<file path="src/rtl/seg_pkg.sv">
// Shared types and helpers for the 7-segment scan driver: glyph constants
// (active-low, bit order gfedcba) and the PWM on-window calculation.
package seg_pkg;

  localparam int unsigned GLYPH_W = 7;

  localparam logic [GLYPH_W-1:0] SEG_OFF     = 7'b111_1111;
  localparam logic [GLYPH_W-1:0] GLYPH_BLANK = 7'b111_1111;
  localparam logic [GLYPH_W-1:0] GLYPH_DASH  = 7'b011_1111;

  localparam logic [GLYPH_W-1:0] GLYPH_0 = 7'b100_0000;
  localparam logic [GLYPH_W-1:0] GLYPH_1 = 7'b111_1001;
  localparam logic [GLYPH_W-1:0] GLYPH_2 = 7'b010_0100;
  localparam logic [GLYPH_W-1:0] GLYPH_3 = 7'b011_0000;
  localparam logic [GLYPH_W-1:0] GLYPH_4 = 7'b001_1001;
  localparam logic [GLYPH_W-1:0] GLYPH_5 = 7'b001_0010;
  localparam logic [GLYPH_W-1:0] GLYPH_6 = 7'b000_0010;
  localparam logic [GLYPH_W-1:0] GLYPH_7 = 7'b111_1000;
  localparam logic [GLYPH_W-1:0] GLYPH_8 = 7'b000_0000;
  localparam logic [GLYPH_W-1:0] GLYPH_9 = 7'b001_0000;
  localparam logic [GLYPH_W-1:0] GLYPH_A = 7'b000_1000;
  localparam logic [GLYPH_W-1:0] GLYPH_B = 7'b000_0011;
  localparam logic [GLYPH_W-1:0] GLYPH_C = 7'b100_0110;
  localparam logic [GLYPH_W-1:0] GLYPH_D = 7'b010_0001;
  localparam logic [GLYPH_W-1:0] GLYPH_E = 7'b000_0110;
  localparam logic [GLYPH_W-1:0] GLYPH_F = 7'b000_1110;

  // Hex nibble to active-low glyph.
  function automatic logic [GLYPH_W-1:0] hex_glyph(input logic [3:0] v);
    logic [GLYPH_W-1:0] g;
    g = SEG_OFF;
    case (v)
      4'h0: g = GLYPH_0;
      4'h1: g = GLYPH_1;
      4'h2: g = GLYPH_2;
      4'h3: g = GLYPH_3;
      4'h4: g = GLYPH_4;
      4'h5: g = GLYPH_5;
      4'h6: g = GLYPH_6;
      4'h7: g = GLYPH_7;
      4'h8: g = GLYPH_8;
      4'h9: g = GLYPH_9;
      4'hA: g = GLYPH_A;
      4'hB: g = GLYPH_B;
      4'hC: g = GLYPH_C;
      4'hD: g = GLYPH_D;
      4'hE: g = GLYPH_E;
      default: g = GLYPH_F;
    endcase
    return g;
  endfunction

  // First slot count after the lit window; 32-bit math never overflows for legal slot sizes.
  function automatic logic [31:0] calc_on_end(input int unsigned slot_clks,
                                              input int unsigned dead_clks,
                                              input logic [3:0]  bright);
    logic [31:0] span;
    span = 32'(slot_clks - dead_clks) * (32'(bright) + 32'd1);
    return 32'(dead_clks) + (span >> 4);
  endfunction

endpackage

</file>
<file path="src/rtl/seg_pwm_slot.sv">
// Slot/digit scan counters and the per-cycle "digit lit" decision
// (dead time, brightness window, blanking).
module seg_pwm_slot
  import seg_pkg::*;
#(
  parameter int unsigned N_DIGITS  = 4,
  parameter int unsigned SLOT_CLKS = 1024,
  parameter int unsigned DEAD_CLKS = 8,
  localparam int unsigned IDX_W    = $clog2(N_DIGITS)
) (
  input  logic                clk,
  input  logic                rst_n,
  input  logic [3:0]          bright,
  input  logic [N_DIGITS-1:0] blank,
  output logic                lit_c,
  output logic [IDX_W-1:0]    dig_idx,
  output logic                frame_start_c,
  output logic                frame_end_c
);

  localparam int unsigned CNT_W = $clog2(SLOT_CLKS);
  localparam int unsigned ON_W  = CNT_W + 5;

  logic [CNT_W-1:0] slot_cnt;
  logic             slot_last_c;
  logic             dig_last_c;
  logic [ON_W-1:0]  slot_ext_c;
  logic [ON_W-1:0]  on_end_c;

  assign slot_last_c = (slot_cnt == CNT_W'(SLOT_CLKS - 1));
  assign dig_last_c  = (dig_idx == IDX_W'(N_DIGITS - 1));

  // Slot counter wraps into the next digit; digit index wraps into the next frame.
  always_ff @(posedge clk) begin
    if (!rst_n) begin
      slot_cnt <= '0;
      dig_idx  <= '0;
    end else if (slot_last_c) begin
      slot_cnt <= '0;
      dig_idx  <= dig_last_c ? '0 : dig_idx + IDX_W'(1);
    end else begin
      slot_cnt <= slot_cnt + CNT_W'(1);
    end
  end

  assign slot_ext_c = ON_W'(slot_cnt);
  assign on_end_c   = ON_W'(calc_on_end(SLOT_CLKS, DEAD_CLKS, bright));

  always_comb begin
    lit_c = 1'b0;
    if ((slot_ext_c >= ON_W'(DEAD_CLKS)) && (slot_ext_c < on_end_c)) begin
      lit_c = ~blank[dig_idx];
    end
  end

  assign frame_start_c = (slot_cnt == '0) && (dig_idx == '0);
  assign frame_end_c   = slot_last_c && dig_last_c;

endmodule

</file>
<file path="src/rtl/seg_scan_mux.sv">
// Time-multiplexed common-anode 7-segment driver with frame snapshot, PWM and blanking.
// Define SEG_SCAN_BLINK_EN to add blink_mask and a 64-frame blink cadence.
module seg_scan_mux
  import seg_pkg::*;
#(
  parameter int unsigned N_DIGITS  = 4,
  parameter int unsigned SEG_W     = 7,
  parameter int unsigned SLOT_CLKS = 1024,
  parameter int unsigned DEAD_CLKS = 8
) (
  input  logic                      clk,
  input  logic                      rst_n,
  input  logic [N_DIGITS*SEG_W-1:0] reel_segs,
  input  logic [N_DIGITS*SEG_W-1:0] bal_segs,
  input  logic                      show_bal,
  input  logic [N_DIGITS-1:0]       blank_mask,
  input  logic [3:0]                bright,
  output logic [SEG_W-1:0]          seg,
  output logic [N_DIGITS-1:0]       an,
  output logic                      frame_start
`ifdef SEG_SCAN_BLINK_EN
  ,
  input  logic [N_DIGITS-1:0]       blink_mask
`endif
);

  localparam int unsigned IDX_W = $clog2(N_DIGITS);
  localparam int unsigned PAT_W = N_DIGITS * SEG_W;

  logic                first_q;
  logic [PAT_W-1:0]    snap_pat;
  logic [N_DIGITS-1:0] snap_blank;
  logic [3:0]          snap_bright;
  logic [N_DIGITS-1:0] blank_eff_c;
  logic [PAT_W-1:0]    sel_pat_c;
  logic                snap_take_c;
  logic                lit_c;
  logic                frame_start_c;
  logic                frame_end_c;
  logic [IDX_W-1:0]    dig_idx;

  assign sel_pat_c   = show_bal ? bal_segs : reel_segs;
  assign snap_take_c = first_q | frame_end_c;

  // Marks the first cycle after reset release so the snapshot loads immediately.
  always_ff @(posedge clk) begin
    if (!rst_n) begin
      first_q <= 1'b1;
    end else begin
      first_q <= 1'b0;
    end
  end

  // Frame-consistent copy of the display inputs.
  always_ff @(posedge clk) begin
    if (!rst_n) begin
      snap_pat    <= '1;
      snap_blank  <= '1;
      snap_bright <= '1;
    end else if (snap_take_c) begin
      snap_pat    <= sel_pat_c;
      snap_blank  <= blank_mask;
      snap_bright <= bright;
    end
  end

`ifdef SEG_SCAN_BLINK_EN
  logic [N_DIGITS-1:0] snap_blink;
  logic [5:0]          frame_cnt;

  // Bit 5 of the frame count gives 32 frames visible, 32 frames dark.
  always_ff @(posedge clk) begin
    if (!rst_n) begin
      snap_blink <= '1;
      frame_cnt  <= '0;
    end else begin
      if (snap_take_c) begin
        snap_blink <= blink_mask;
      end
      if (frame_end_c) begin
        frame_cnt <= frame_cnt + 6'(1);
      end
    end
  end

  assign blank_eff_c = snap_blank | (snap_blink & {N_DIGITS{frame_cnt[5]}});
`else
  assign blank_eff_c = snap_blank;
`endif

  seg_pwm_slot #(
    .N_DIGITS  (N_DIGITS),
    .SLOT_CLKS (SLOT_CLKS),
    .DEAD_CLKS (DEAD_CLKS)
  ) u_slot (
    .clk           (clk),
    .rst_n         (rst_n),
    .bright        (snap_bright),
    .blank         (blank_eff_c),
    .lit_c         (lit_c),
    .dig_idx       (dig_idx),
    .frame_start_c (frame_start_c),
    .frame_end_c   (frame_end_c)
  );

  // Pin registers: dark unless the current digit is inside its lit window.
  always_ff @(posedge clk) begin
    if (!rst_n) begin
      seg         <= '1;
      an          <= '1;
      frame_start <= 1'b0;
    end else begin
      frame_start <= frame_start_c;
      if (lit_c) begin
        an  <= ~(N_DIGITS'(1) << dig_idx);
        seg <= snap_pat[dig_idx*SEG_W +: SEG_W];
      end else begin
        an  <= '1;
        seg <= '1;
      end
    end
  end

endmodule

</file>
<file path="config.mk">
export PLATFORM = sky130hd
export DESIGN_NAME = seg_scan_mux
export DESIGN_NICKNAME = d
export VERILOG_FILES = /design/src/rtl/seg_pkg.sv /design/src/rtl/seg_pwm_slot.sv /design/src/rtl/seg_scan_mux.sv
export SDC_FILE = /design/constraint.sdc
export NUM_CORES = 1
export LEC_CHECK = 0
export BUFFER_PORTS_ARGS = -buffer_cell sky130_fd_sc_hd__clkbuf_2
export CORE_MARGIN = 2
export CORE_UTILIZATION = 55
export CTS_CLUSTER_DIAMETER = 40
export DETAILED_ROUTE_END_ITERATION = 6
export PLACE_DENSITY_LB_ADDON = 0.05
export SETUP_SLACK_MARGIN = 0.1
export SYNTH_ARGS = -nofsm -noshare
export SYNTH_HDL_FRONTEND = slang
export SYNTH_SLANG_ARGS = --single-unit
export TNS_END_PERCENT = 5
</file>
<file path="constraint.sdc">
create_clock -name clk -period 15.9 [get_ports clk]
set_clock_uncertainty 0.15 [all_clocks]
set_input_delay 0.795 -clock clk [delete_from_list [all_inputs] [get_ports clk]]
set_output_delay 0.795 -clock clk [all_outputs]
set_load 0.03 [all_outputs]
</file>
* Word-level counts from Yosys, hierarchy flattened
Cells that the tools add are included.
Word-level totals: bits in registers 61, input port bits 67, word-level logic and storage cells 39
Operators by class: add/sub/neg operators 4, multiply operators 2, $lt $le $gt $ge 3, equal/unequal tests 2, shift operators 2, mux-type cells 6, bitwise gates (word level) 4, reductions and logical operators 7
Operators by type and width (count):
- 7-bit by 32-bit multiplier with 16-bit output, first input constant | 1
- 28-bit 2-to-1 mux | 1
- 28-bit by 6-bit variable part select with 7-bit output | 1
- 4-bit by 15-bit adder with 15-bit output, first input constant | 1
- 10-bit by 15-bit < comparator with 1-bit output | 1
- 10-bit by 1-bit adder with 10-bit output, second input constant | 1
- 10-bit == test, second input constant | 1
- 10-bit by 4-bit >= comparator with 1-bit output, second input constant | 1
- 10-bit logical NOT | 1
- 4-bit by 1-bit adder with 5-bit output, second input constant | 1
- 2-bit by 3-bit multiplier with 5-bit output, second input constant | 1
- 4-bit NOT | 1
- 1-bit by 2-bit left shift with 4-bit output, first input constant | 1
- 1-bit logical AND | 3
- 2-bit by 3-bit < comparator with 1-bit output, second input constant | 1
- 1-bit 2-to-1 mux | 3
- 2-bit by 1-bit adder with 2-bit output, second input constant | 1
- 1-bit binary-select mux with 2-bit select | 1
- 2-bit == test, second input constant | 1
- 2-bit logical NOT | 1
- 2-bit 2-to-1 mux | 1
- 1-bit NOT | 2
- 2-bit AND reduction | 1
- 2-bit OR reduction | 1
- 1-bit bitwise OR | 1

* Depth between registers and ports, before layout
Gate-level depths: netlist (run 1).
word-level depth 7, depth in mapped cells 26, depth with buffers taken out 25

* By module
Synthesis (run 1) repeated with hierarchy kept, for this count alone.
Unflattened totals: cell total of the unflattened synthesis 392, area, all modules 3858.7 um^2
Modules (own cells, without submodules):
- seg_scan_mux | instances 1, cells an instance 176, area each 1998.2 um^2, sequential area each 980.9 um^2
- seg_pwm_slot | instances 1, cells an instance 216, area each 1860.5 um^2, sequential area each 240.2 um^2

* Least setup slack after synthesis (run 1)
No wires, ideal clock.
path type register to register, start register snap_bright[0], end register an[1], setup time 127 ps, data arrival time 5360 ps, data required time 15623 ps, slack 10263 ps, cell stages (with the launch flop) 26, clock period less this slack 5637 ps, path through dfxtp_1 -> ha_1 -> and3_1 -> inv_1 -> fa_1 -> inv_1 -> fa_1 -> fa_1 -> inv_1 -> ha_1 -> a21oi_1 -> nand2_1 -> o211ai_1 -> nand2_1 -> xnor2_1 -> nand3_1 -> xor2_1 -> ha_1 -> a211oi_1 -> and3_1 -> o21ai_0 -> nand4_1 -> nor2_1 -> nand4_1 -> buf_2 -> nand4_1
On the way: cells in the longest elaborated chain, start to end 7
RTL lines:
- from (decl) | line seg_scan_mux.sv:33 | logic [3:0] snap_bright;
- from (signal assigned) | line seg_scan_mux.sv:63 | snap_bright <= bright;
- 4-bit by 1-bit adder with 5-bit output | line seg_pkg.sv:58 | span = 32'(slot_clks - dead_clks) * (32'(bright) + 32'd1);
- 7-bit by 32-bit multiplier with 16-bit output | line seg_pkg.sv:58
- 4-bit by 15-bit adder with 15-bit output | line seg_pkg.sv:59 | return 32'(dead_clks) + (span >> 4);
- 10-bit by 15-bit < comparator with 1-bit output | line seg_pwm_slot.sv:51 | if ((slot_ext_c >= ON_W'(DEAD_CLKS)) && (slot_ext_c < on_end_c)) begin
- 1-bit logical AND | line seg_pwm_slot.sv:51
- 1-bit 2-to-1 mux | line seg_pwm_slot.sv:51
- 2-bit AND reduction (no source line)
- to (signal assigned) | line seg_scan_mux.sv:115 | an <= ~(N_DIGITS'(1) << dig_idx);
- to (decl) | line seg_scan_mux.sv:19 | output logic [N_DIGITS-1:0] an,
No other way between the ends. A chain may end at the register's enable or synchronous reset.

* Worst setup path in the final report (run 1)
Same ends and word-level chain as after synthesis.

==> results.py, run 1 <==
metrics = {
    "cts": {
        "postCtsSetupBuffers": 0,
        "cts_tree": "built",
        "cts_buffer_depth": 2,
        "cts_hold_buffers": 0,
        "clk_pin_slew_ns": 0.07,
        "cts_buffers": 9,
        "htree_levels": 3,
        "cts_root_buf": "clkbuf_8",
        "clkLatencyLatePin_ns": 0.35,
        "cts_resized": 0,
        "clock-sinks": 61,
    },
    "layout": {
        "drive_gt1_share_pct": 19.81,
        "layout_commonest_cell": "nand2_1",
        "fillers": 642,
        "area_delta_synth_final_pct": 15.22,
        "finalNetCount": 647,
        "utilization_pct": 64.62,
        "final_cell_mix": "nand2_1 (85), clkbuf_2 (78), dfxtp_1 (61), ha_1 (39), o21ai_0 (34)",
        "n_antenna_cell": 0,
    },
    "worst_hold_path": {
        "worstHoldStart": "blank_eff_c[1]",
        "hp-class": "reg2reg",
        "whs_path_depth": 2,
        "min_to": "blank_eff_c[1]",
    },
    "route": {
        "ant_nets": 0,
        "drt_first_iter_violations": 134,
        "met1Wirelength_mm": 4.265,
        "top_layer": "met4",
        "drc": 0,
        "wl_per_cell_um": 13.32,
        "dr_wl_met3_um": 422,
        "vias": 3346,
        "dr.pass1.iters": 4,
        "via_per_inst": 5.278,
        "finalWirelength_mm": 8.445,
        "wl_met2_mm": 3.715,
    },
    "timing": {
        "finalCritPeriodShare_pct": 39.95,
        "rsz0062_at_grt": "false",
        "hold_violations": 0,
        "holdWs_ns": 0.3156,
        "worstMarginPinSlew_ns": 0.8883,
        "period_minus_slack_ns": 6.352,
        "max_freq_mhz": 157.4,
        "slew_headroom_pct": 40.78,
        "slew_viol_final": 0,
        "setup_viol": 0,
        "setup-tns-final_ns": 0,
    },
    "power_and_ir_drop": {
        "p_total_w": 0.0006662,
        "vdd_ir_drop_max_v": 0.00008158,
        "powerDensity_mw_per_mm2": 144.5,
        "power_leakage_nw": 2.189,
    },
    "critical_path": {
        "r2r-start": "snap_bright[0]",
        "r2r_end": "an[1]",
        "worstPathArrival_ns": 6.47,
        "crit_required_ns": 16.01,
        "crit_family": "adder cells",
        "r2r_setup_slack_ns": 9.55,
        "cp_slowest_stage_delay_ns": 0.64,
        "crit_type": "reg2reg",
        "path_buf_inv": 3,
        "reg2regPathDepth": 24,
        "worstPathCellList": "nand3_1 > xnor2_1 > inv_1 > fa_1 > inv_1 > fa_1 > fa_1 > inv_1 > ha_1 > a21oi_1 > nand2_1 > o211ai_1 > nand2_1 > xnor2_1 > nand3_1 > xor2_1 > ha_1 > a211oi_1 > and3_1 > o21ai_0 > nand4_1 > nor2_1 > nand4_1 > nand4_1",
        "path_max_fanout": 11,
        "critPathCaptureType": "flop",
        "worstSetupStartpointType": "flop",
        "slowest_stage": "dfxtp_1",
    },
    "synthesis": {
        "synth_seq_cells": 61,
        "avgSynthCellArea_sq_um": 8.720,
        "seq_area_frac_synth_pct": 30.51,
        "synth_cell_types": 43,
        "synth_warnings": 0,
        "syn_inst": 459,
        "syn-num-nets": 576,
        "synthesis.area_sq_mm": 0.004003,
        "synth_top_area_share_pct": 30.51,
        "synthFlopType": "dfxtp_1",
        "synth_edf_count": 0,
        "synth_area_leader_cell": "dfxtp_1",
        "synth_area_leaders": "dfxtp_1 (31%), ha_1 (12%), nand2_1 (8.0%)",
        "synthArstFlopShare_pct": 0,
    },
    "floorplan": {
        "core_sq_mm": 0.007137,
        "die_area_sq_mm": 0.007975,
        "rows": 31,
        "floorplan.initialDensity_pct": 56.08,
        "dieWidth_um": 89.31,
        "io_pins": 79,
        "die_h_um": 89.31,
    },
    "global_routing": {
        "grt_pass1_vias": 2932,
        "grt_start_max_net_pins": 58,
        "gr-total-overflow": 0,
        "antenna_found_initial": 0,
        "grt_first_pass_wirelength_mm": 13.66,
        "track_usage_pct": 22.31,
    },
    "place": {
        "gp_congestion": 0.8310,
        "dp_hpwl_mm": 6.404,
        "numPortBuffers": 78,
    },
    "outcome": {
        "outcome": "completed",
    },
    "flow_run": {
        "drv_cap": 0,
    },
}
[stage by stage]
step           setup slack [ns]  instances  area, sq um
6_report                  9.548        634         4612
3_5_place_dp              9.530        618         4438
2_1_floorplan             10.26        459         4003
4_1_cts                   9.500        634         4612
5_1_grt                   8.997        634         4612
3_3_place_gp              9.789        618         4438
[synthesized netlist by cell type, types with 2 or more instances]
cell	number
a21o_1	2
and3_1	9
fa_1	11
a21oi_1	10
a2111oi_0	2
xnor2_1	10
o21ai_0	34
nand3_1	25
buf_2	6
xor2_1	9
o211ai_1	3
and2_1	2
mux2i_1	30
o2111a_1	2
or3_1	2
nor2_1	18
nand2_1	85
nor4_1	3
buf_1	2
nor2b_1	3
clkbuf_1	10
and4_1	4
mux4_2	8
inv_1	32
o21a_1	3
dfxtp_1	61
ha_1	39
nand2b_1	2
nand4_1	8
nor3_1	11
[cell type report]
type / count / area [sq um] / area share (%)
clock buffers: 9 / 123.9 / 2.686
clock inverters: 7 / 50.05 / 1.085
inverters: 32 / 120.1 / 2.604
multi-input cells: 347 / 2575 / 55.83
flip-flops and latches: 61 / 1221 / 26.48
well taps: 99 / 123.9 / 2.686
repair buffers: 79 / 397.9 / 8.627
[tightest hold or removal path, cell delays in order (launching register included)]
cell and delay, ns:
dfxtp_1 0.32, nand2_1 0.05, nand3_1 0.07
[routing by layer]
metal	track usage (%)	up-vias
li1	-	1745
met1	32.02	1520
met2	32.12	77
met3	8.218	4
met4	5.156	0
met5	0	-
[worst max path at each step]
stage,from,cells past startpoint,slack (ns),endpoint
after floorplan,snap_bright[0],25,10.26,an[1]
after global placement,snap_bright[0],22,9.79,an[1]
after detailed placement,snap_bright[0],24,9.53,an[1]
after CTS,snap_bright[0],24,9.50,an[1]
after global routing,snap_bright[0],21,9.00,an[1]
final,snap_bright[0],24,9.55,an[1]
[cell families after synthesis]
logic type / Yosys count / synth area share (%)
compound gates: 65 / 10.16
xor+xnor: 19 / 4.158
fa+ha+maj: 50 / 17.69
buf+inv: 51 / 5.158
flops: 61 / 30.51
mux: 39 / 12.38
simple gates: 174 / 19.94
[report_power, final]
part           switching, W  total (W)  leakage (nW)  internal [W]
clock             0.0000643   0.000121        0.0933     0.0000568
combinational      0.000212   0.000380          1.59      0.000168
sequential       0.00000524   0.000165         0.502      0.000160
total              0.000281   0.000666          2.19      0.000385
[flip-flops by register name, indices dropped and copies added, names as in the netlist]
| register | count |
|---|---|
| an | 4 |
| u_slot.slot_cnt | 10 |
| blank_eff_c | 4 |
| seg | 7 |
| snap_bright | 4 |
| first_q | 1 |
| frame_start | 1 |
| u_slot.dig_idx | 2 |
| snap_pat | 28 |
No activity file was read; power rests on OpenSTA's default activity.
==> run 2, diff against run 1 <==
ABC_AREA = 1   (was unset)
CORE_UTILIZATION = 51   (was 55)
clock period = 5.14 ns   (was 15.9 ns; I/O delays follow)
==> run 2 against run 1 <==
- sequential share of layout area down 2.7 points
- clock power grew to 4.1 times the previous value
- synthesized area rose by 1.7%
- cell count is 13% higher
- combinational power grew to 4.1 times the previous value
- register-to-register slack worse by 9.3 ns
- synthesized cell count grew 12%
- critical path depth fell by 1
- utilization rose by 2.5 points
- sequential cell count unchanged
- non-clock buffer count grew 23
- power rose to 3.8 times the previous value
==> results.py, run 2 <==
metrics = {
    "synthesis": {
        "seq_area_frac_synth_pct": 29.99,
        "synthFlopType": "dfxtp_1",
        "synthTopCellsByCount": "nand2_1 (117), inv_1 (63), dfxtp_1 (61)",
        "synthArstFlopShare_pct": 0,
        "synth_cell_types": 34,
        "synth_area_leaders": "dfxtp_1 (30%), ha_1 (12%), nand2_1 (11%)",
        "synth_edf_count": 0,
        "syn-num-nets": 630,
        "synth_warnings": 0,
        "syn_inst": 513,
        "synth_area_leader_cell": "dfxtp_1",
        "synthesis.area_sq_mm": 0.004071,
        "synth_seq_cells": 61,
        "synth_most_common_cell": "nand2_1",
        "synth_top_area_share_pct": 29.99,
        "avgSynthCellArea_sq_um": 7.936,
    },
    "floorplan": {
        "rows": 32,
        "io_pins": 79,
        "core_sq_mm": 0.007727,
        "die_h_um": 93.35,
        "dieWidth_um": 93.35,
        "floorplan.initialDensity_pct": 52.69,
        "die_area_sq_mm": 0.008714,
    },
    "layout": {
        "layout_commonest_cell": "nand2_1",
        "top_regs": "snap_pat x28, u_slot.slot_cnt x10, seg x7",
        "final_cell_area_sq_mm": 0.005184,
        "n_antenna_cell": 0,
        "largest_reg_flops": 28,
        "regMostFlops": "snap_pat",
        "area_delta_synth_final_pct": 27.32,
        "drive_gt1_share_pct": 29.25,
        "finalNetCount": 724,
        "final_cell_mix": "nand2_1 (110), clkbuf_2 (78), inv_1 (59), dfxtp_1 (58), ha_1 (33)",
    },
    "power_and_ir_drop": {
        "vdd_ir_drop_max_v": 0.0004347,
        "p_total_w": 0.002546,
        "powerDensity_mw_per_mm2": 491.2,
        "power_leakage_nw": 2.579,
    },
    "cts": {
        "cts_tree": "built",
        "clk_pin_slew_ns": 0.07,
        "cts_root_buf": "clkbuf_8",
        "cts_buffers": 9,
        "cts_buffer_depth": 2,
        "clock-sinks": 61,
        "htree_levels": 3,
        "clkLatencyLatePin_ns": 0.34,
    },
    "place": {
        "gp_congestion": 0.8047,
        "numPortBuffers": 78,
        "dp_hpwl_mm": 7.016,
        "dpl_cell_area_sq_mm": 0.004549,
        "dp_slack_ns": -0.1516,
    },
    "critical_path": {
        "path_max_fanout": 6,
        "cp_slowest_stage_delay_ns": 0.63,
        "startpoint": "snap_bright[1]",
        "crit_required_ns": 5.27,
        "worstSetupStartpointType": "flop",
        "slowest_stage": "fa_2",
        "critPathCaptureType": "flop",
        "worstPathCellList": "nand3_2 > xnor2_2 > inv_2 > fa_1 > inv_2 > fa_2 > fa_1 > ha_4 > inv_1 > nand4_1 > nand2_1 > inv_1 > ha_2 > xor2_1 > ha_1 > nand4_1 > a21oi_1 > nor2_1 > o21ai_1 > nand2_1 > nand2_4 > nand3_4 > nand3_2",
        "crit_type": "reg2reg",
        "r2r-start": "snap_bright[1]",
        "worstPathArrival_ns": 4.99,
    },
    "timing": {
        "rsz0062_at_grt": "false",
        "setup_viol": 0,
        "holdWs_ns": 0.007893,
        "hold_violations": 0,
        "finalCritPeriodShare_pct": 94.54,
        "slew_headroom_pct": 34.66,
        "setup-tns-final_ns": 0,
        "setup_ws_ns": 0.2808,
        "worstMarginPinSlew_ns": 0.9766,
        "max_freq_mhz": 205.8,
        "slew_viol_final": 0,
        "period_minus_slack_ns": 4.859,
    },
    "global_routing": {
        "grt_start_max_net_pins": 41,
        "gr-total-overflow": 0,
        "track_usage_pct": 23.09,
        "grt_first_pass_wirelength_mm": 15.93,
        "antenna_found_initial": 0,
        "grt_pass1_vias": 3559,
    },
    "route": {
        "finalWirelength_mm": 9.946,
        "dr.pass1.iters": 4,
        "drc": 0,
        "vias": 3720,
        "drt_first_iter_violations": 108,
        "ant_nets": 0,
        "wl_per_cell_um": 13.93,
        "via_per_inst": 5.210,
    },
    "worst_hold_path": {
        "worstHoldStart": "blank_mask[3]",
        "hp-class": "in2reg",
    },
    "flow_run": {
        "drv_cap": 0,
    },
    "outcome": {
        "outcome": "completed",
    },
}
[run 2: cell count changes in the layout (fill, tap and decap cells not counted), sizes merged, moves of 6 or more]
cell	previous run	this run
nand2	85	119
and3	9	0
mux4	8	0
o211ai	3	26
o21ai	34	15
buf	1	18
a21oi	10	24
nand3	25	43
nor2	18	29
nor3	11	2
inv	33	65
dlygate4sd3	0	6
[run 2: cell type report]
class | instances | area, sq um
flip-flops and latches | 61 | 1232
multi-input cells | 369 | 2765
clock inverters | 5 | 81.33
inverters | 64 | 240.2
repair buffers | 102 | 585.6
well taps | 102 | 127.6
fillers | 663 | 2544
clock buffers | 11 | 151.4
[run 2: per-stage QoR]
stage | util, % | instances
2_1_floorplan | - | 513
3_3_place_gp | 58.87 | 680
3_5_place_dp | 58.87 | 680
4_1_cts | 63.44 | 703
5_1_grt | 67.08 | 714
6_report | 67.08 | 714
[run 2: where the power goes]
| part | internal, W | leakage, nW | switching (W) |
|---|---|---|---|
| logic | 0.000653 | 1.96 | 0.000886 |
| registers | 0.000496 | 0.504 | 0.0000148 |
| clock network | 0.000300 | 0.116 | 0.000196 |
[run 2: critical path, delay by kind of cell, from the launching register on]
| kind | cells | cell delay [ns] |
|---|---|---|
| xor gates and xnor gates | 2 | 0.35 |
| buffers and inverters | 4 | 0.28 |
| adders and majority gates | 6 | 2.47 |
| and+or+nand+nor | 9 | 0.95 |
| AOI/OAI and AO/OA | 2 | 0.24 |
| DFF | 1 | 0.37 |
[run 2: worst paths after layout]
path / endpoint / slack (ns) / depth (start not counted)
hold reg to reg: u_slot.slot_cnt[0] / 0.32 / 1
hold / removal: blank_eff_c[3] / 0.008 / 3
setup reg to reg: seg[6] / 0.28 / 23
setup / recovery: seg[6] / 0.28 / 23
[run 2: routing by layer]
| metal | up-vias | part of all wire, % | track usage (%) | wire (um) |
|---|---|---|---|---|
| met5 | - | 0 | 0 | 0 |
| met4 | 0 | 2.1 | 10.17 | 210 |
| met3 | 16 | 4.2 | 4.593 | 417 |
| met2 | 88 | 51 | 41.49 | 5071 |
| met1 | 1722 | 43 | 26.33 | 4247 |
| li1 | 1894 | - | - | - |
[run 2: cells by family after synthesis]
kind of cell | count (synthesis) | synth area share [%]
and+or+nand+nor | 205 | 22.10
buffers and inverters | 84 | 8.420
muxes | 28 | 6.945
xor gates and xnor gates | 9 | 1.936
AOI/OAI and AO/OA | 76 | 13.21
DFF | 61 | 29.99
adders and majority gates | 50 | 17.39
[run 2: repair_timing]
item / CTS / global route
endpoints found under the setup margin: 11 / 11
gates cloned: 1 / 0
endpoints found under the hold margin: 6 / 0
hold buffers: 6 / 0
gates resized for setup: 12 / 43
pin swaps: 3 / 17
buffers inserted: 0 / 11
==> run 3, diff against run 2 <==
BUFFER_PORTS_ARGS = -buffer_cell sky130_fd_sc_hd__buf_4   (was -buffer_cell sky130_fd_sc_hd__clkbuf_2)
==> run 3 against run 2 <==
- non-clock buffer count shrank 6
- largest power group unchanged
- utilization increased by 0.28 points
- critical path depth is 1 higher
- count of clock-buffer cells in the layout shrank 2
- sequential power is essentially flat
- largest cell class unchanged
- critical endpoint unchanged
- cell count is 0.84% lower
==> results.py, run 3 (same netlist as run 2, synthesis figures left out) <==
metrics = {
    "cts": {
        "clk_pin_slew_ns": 0.07,
        "clkLatencyLatePin_ns": 0.33,
        "cts_buffers": 9,
        "cts_tree": "built",
        "cts_root_buf": "clkbuf_8",
        "cts_buffer_depth": 2,
        "htree_levels": 3,
        "clock-sinks": 61,
    },
    "global_routing": {
        "grt_start_max_net_pins": 41,
        "gr-total-overflow": 0,
        "antenna_found_initial": 0,
        "grt_first_pass_wirelength_mm": 16.44,
        "grt_pass1_vias": 3636,
        "track_usage_pct": 23.64,
    },
    "route": {
        "ant_nets": 0,
        "vias": 3711,
        "finalWirelength_mm": 10.03,
        "via_per_inst": 5.242,
        "wl_per_cell_um": 14.17,
        "drc": 0,
        "dr.pass1.iters": 5,
        "drt_first_iter_violations": 147,
    },
    "critical_path": {
        "crit_required_ns": 5.17,
        "path_max_fanout": 6,
        "worstSetupStartpointType": "flop",
        "r2r_setup_slack_ns": 0.28,
        "startpoint": "snap_bright[1]",
        "reg2regPathDepth": 24,
        "crit_type": "reg2reg",
        "worstPathArrival_ns": 4.88,
        "cp-endpoint": "seg[6]",
        "r2r_end": "seg[6]",
        "critPathCaptureType": "flop",
        "r2r-start": "snap_bright[1]",
    },
    "place": {
        "numPortBuffers": 78,
        "gp_congestion": 0.8364,
        "dp_hpwl_mm": 7.275,
        "dp_slack_ns": -0.007240,
    },
    "layout": {
        "finalNetCount": 718,
        "layout_commonest_cell": "nand2_1",
        "drive_gt1_share_pct": 26.90,
        "regMostFlops": "snap_pat",
        "largest_reg_flops": 28,
        "area_delta_synth_final_pct": 27.84,
        "top_regs": "snap_pat x28, u_slot.slot_cnt x10, seg x7",
        "utilization_pct": 67.36,
        "final_cell_mix": "nand2_1 (114), buf_4 (89), inv_1 (60), dfxtp_1 (58), ha_1 (33)",
        "n_antenna_cell": 0,
    },
    "power_and_ir_drop": {
        "p_clk_share_pct": 16.6,
        "p_total_w": 0.002262,
        "p_int_w": 0.001244,
        "pwr-share-comb_pct": 60.8,
        "switchingPower_w": 0.001018,
        "power_leakage_nw": 2.559,
        "powerDensity_mw_per_mm2": 434.5,
        "swShare_pct": 45.01,
        "vdd_ir_drop_max_v": 0.0004274,
        "p_seq_share_pct": 22.6,
    },
    "floorplan": {
        "floorplan.initialDensity_pct": 52.69,
        "rows": 32,
        "dieWidth_um": 93.35,
        "die_area_sq_mm": 0.008714,
        "die_h_um": 93.35,
        "core_sq_mm": 0.007727,
        "io_pins": 79,
    },
    "worst_hold_path": {
        "hp-class": "in2reg",
        "worstHoldStart": "bright[0]",
        "whs_path_depth": 3,
    },
    "timing": {
        "setup-tns-final_ns": 0,
        "slew_viol_final": 0,
        "setup_viol": 0,
        "worstMarginPinSlew_ns": 0.9061,
        "setup_ws_ns": 0.2849,
        "period_minus_slack_ns": 4.855,
        "rsz0062_at_grt": "false",
        "finalCritPeriodShare_pct": 94.46,
        "holdWs_ns": 0.05410,
        "max_freq_mhz": 206.0,
        "slew_headroom_pct": 39.37,
        "hold_violations": 0,
    },
    "outcome": {
        "outcome": "completed",
    },
    "flow_run": {
        "drv_cap": 0,
    },
}
run 3: power by group through the flow:
| stage | Combinational (W) | Clock [W] | Sequential, W |
|---|---|---|---|
| 4_1_cts | 0.00119 | 0.000383 | 0.000511 |
| 5_1_grt | 0.00157 | 0.000399 | 0.000514 |
| 3_3_place_gp | 0.00112 | 0 | 0.000521 |
| 6_report | 0.00137 | 0.000376 | 0.000512 |
| 2_1_floorplan | 0.000905 | 0 | 0.000520 |
| 3_5_place_dp | 0.00116 | 0 | 0.000521 |
run 3: worst min-delay path by stage:
stage	slack (ns)	end
floorplan	0.21	first_q
global placement	0.28	u_slot.slot_cnt[0]
detailed placement	0.29	u_slot.slot_cnt[0]
CTS	0.03	snap_bright[0]
global route	0.09	snap_bright[0]
finish	0.05	snap_bright[0]
run 3: worst max-delay path, cell delays in order (launching register included):
cell,delay [ns]
dfxtp_4,0.38
nand3_2,0.10
xnor2_2,0.18
inv_2,0.07
fa_1,0.59
inv_2,0.08
fa_2,0.63
fa_1,0.47
ha_4,0.28
nand2_1,0.09
nand2_1,0.09
inv_1,0.09
nand2_1,0.06
nand2_1,0.06
nand2_1,0.10
nor2_1,0.14
nand3_2,0.10
xnor2_1,0.14
ha_1,0.29
a21oi_1,0.13
o21ai_1,0.08
nand2_1,0.08
nand2_2,0.10
nand3_4,0.13
nand3_2,0.08
run 3: layout make-up:
type                            instances  area (sq um)
Multi-Input combinational cell        369          2695
Fill cell                             642          2522
Sequential cell                        61          1230
Timing Repair Buffer                   96         738.2
Inverter                               64         240.2
Tap cell                              102         127.6
Clock buffer                            9         123.9
Clock inverter                          7         50.05
run 3: routing by layer:
metal  vias to the layer above  global-route usage [%]  wire (um)
met2                        91                   42.69       5105
li1                       1884                       -          -
met4                         0                   9.436        190
met3                        15                   3.465        399
met5                         -                       0          0
met1                      1721                   27.99       4337
run 3: per-stage QoR:
stage	cell area [sq um]	instances
6_report	5205	708
5_1_grt	5205	708
2_1_floorplan	4073	513
3_3_place_gp	4730	678
4_1_cts	5025	703
3_5_place_dp	4730	678
run 3: repair_timing:
item	4_1_cts	5_1_grt
setup buffers	1	5
endpoints found under the setup margin	11	11
resized for setup	7	33
pin swaps	2	14
hold buffers	7	0
gates cloned	1	0
endpoints found under the hold margin	7	0
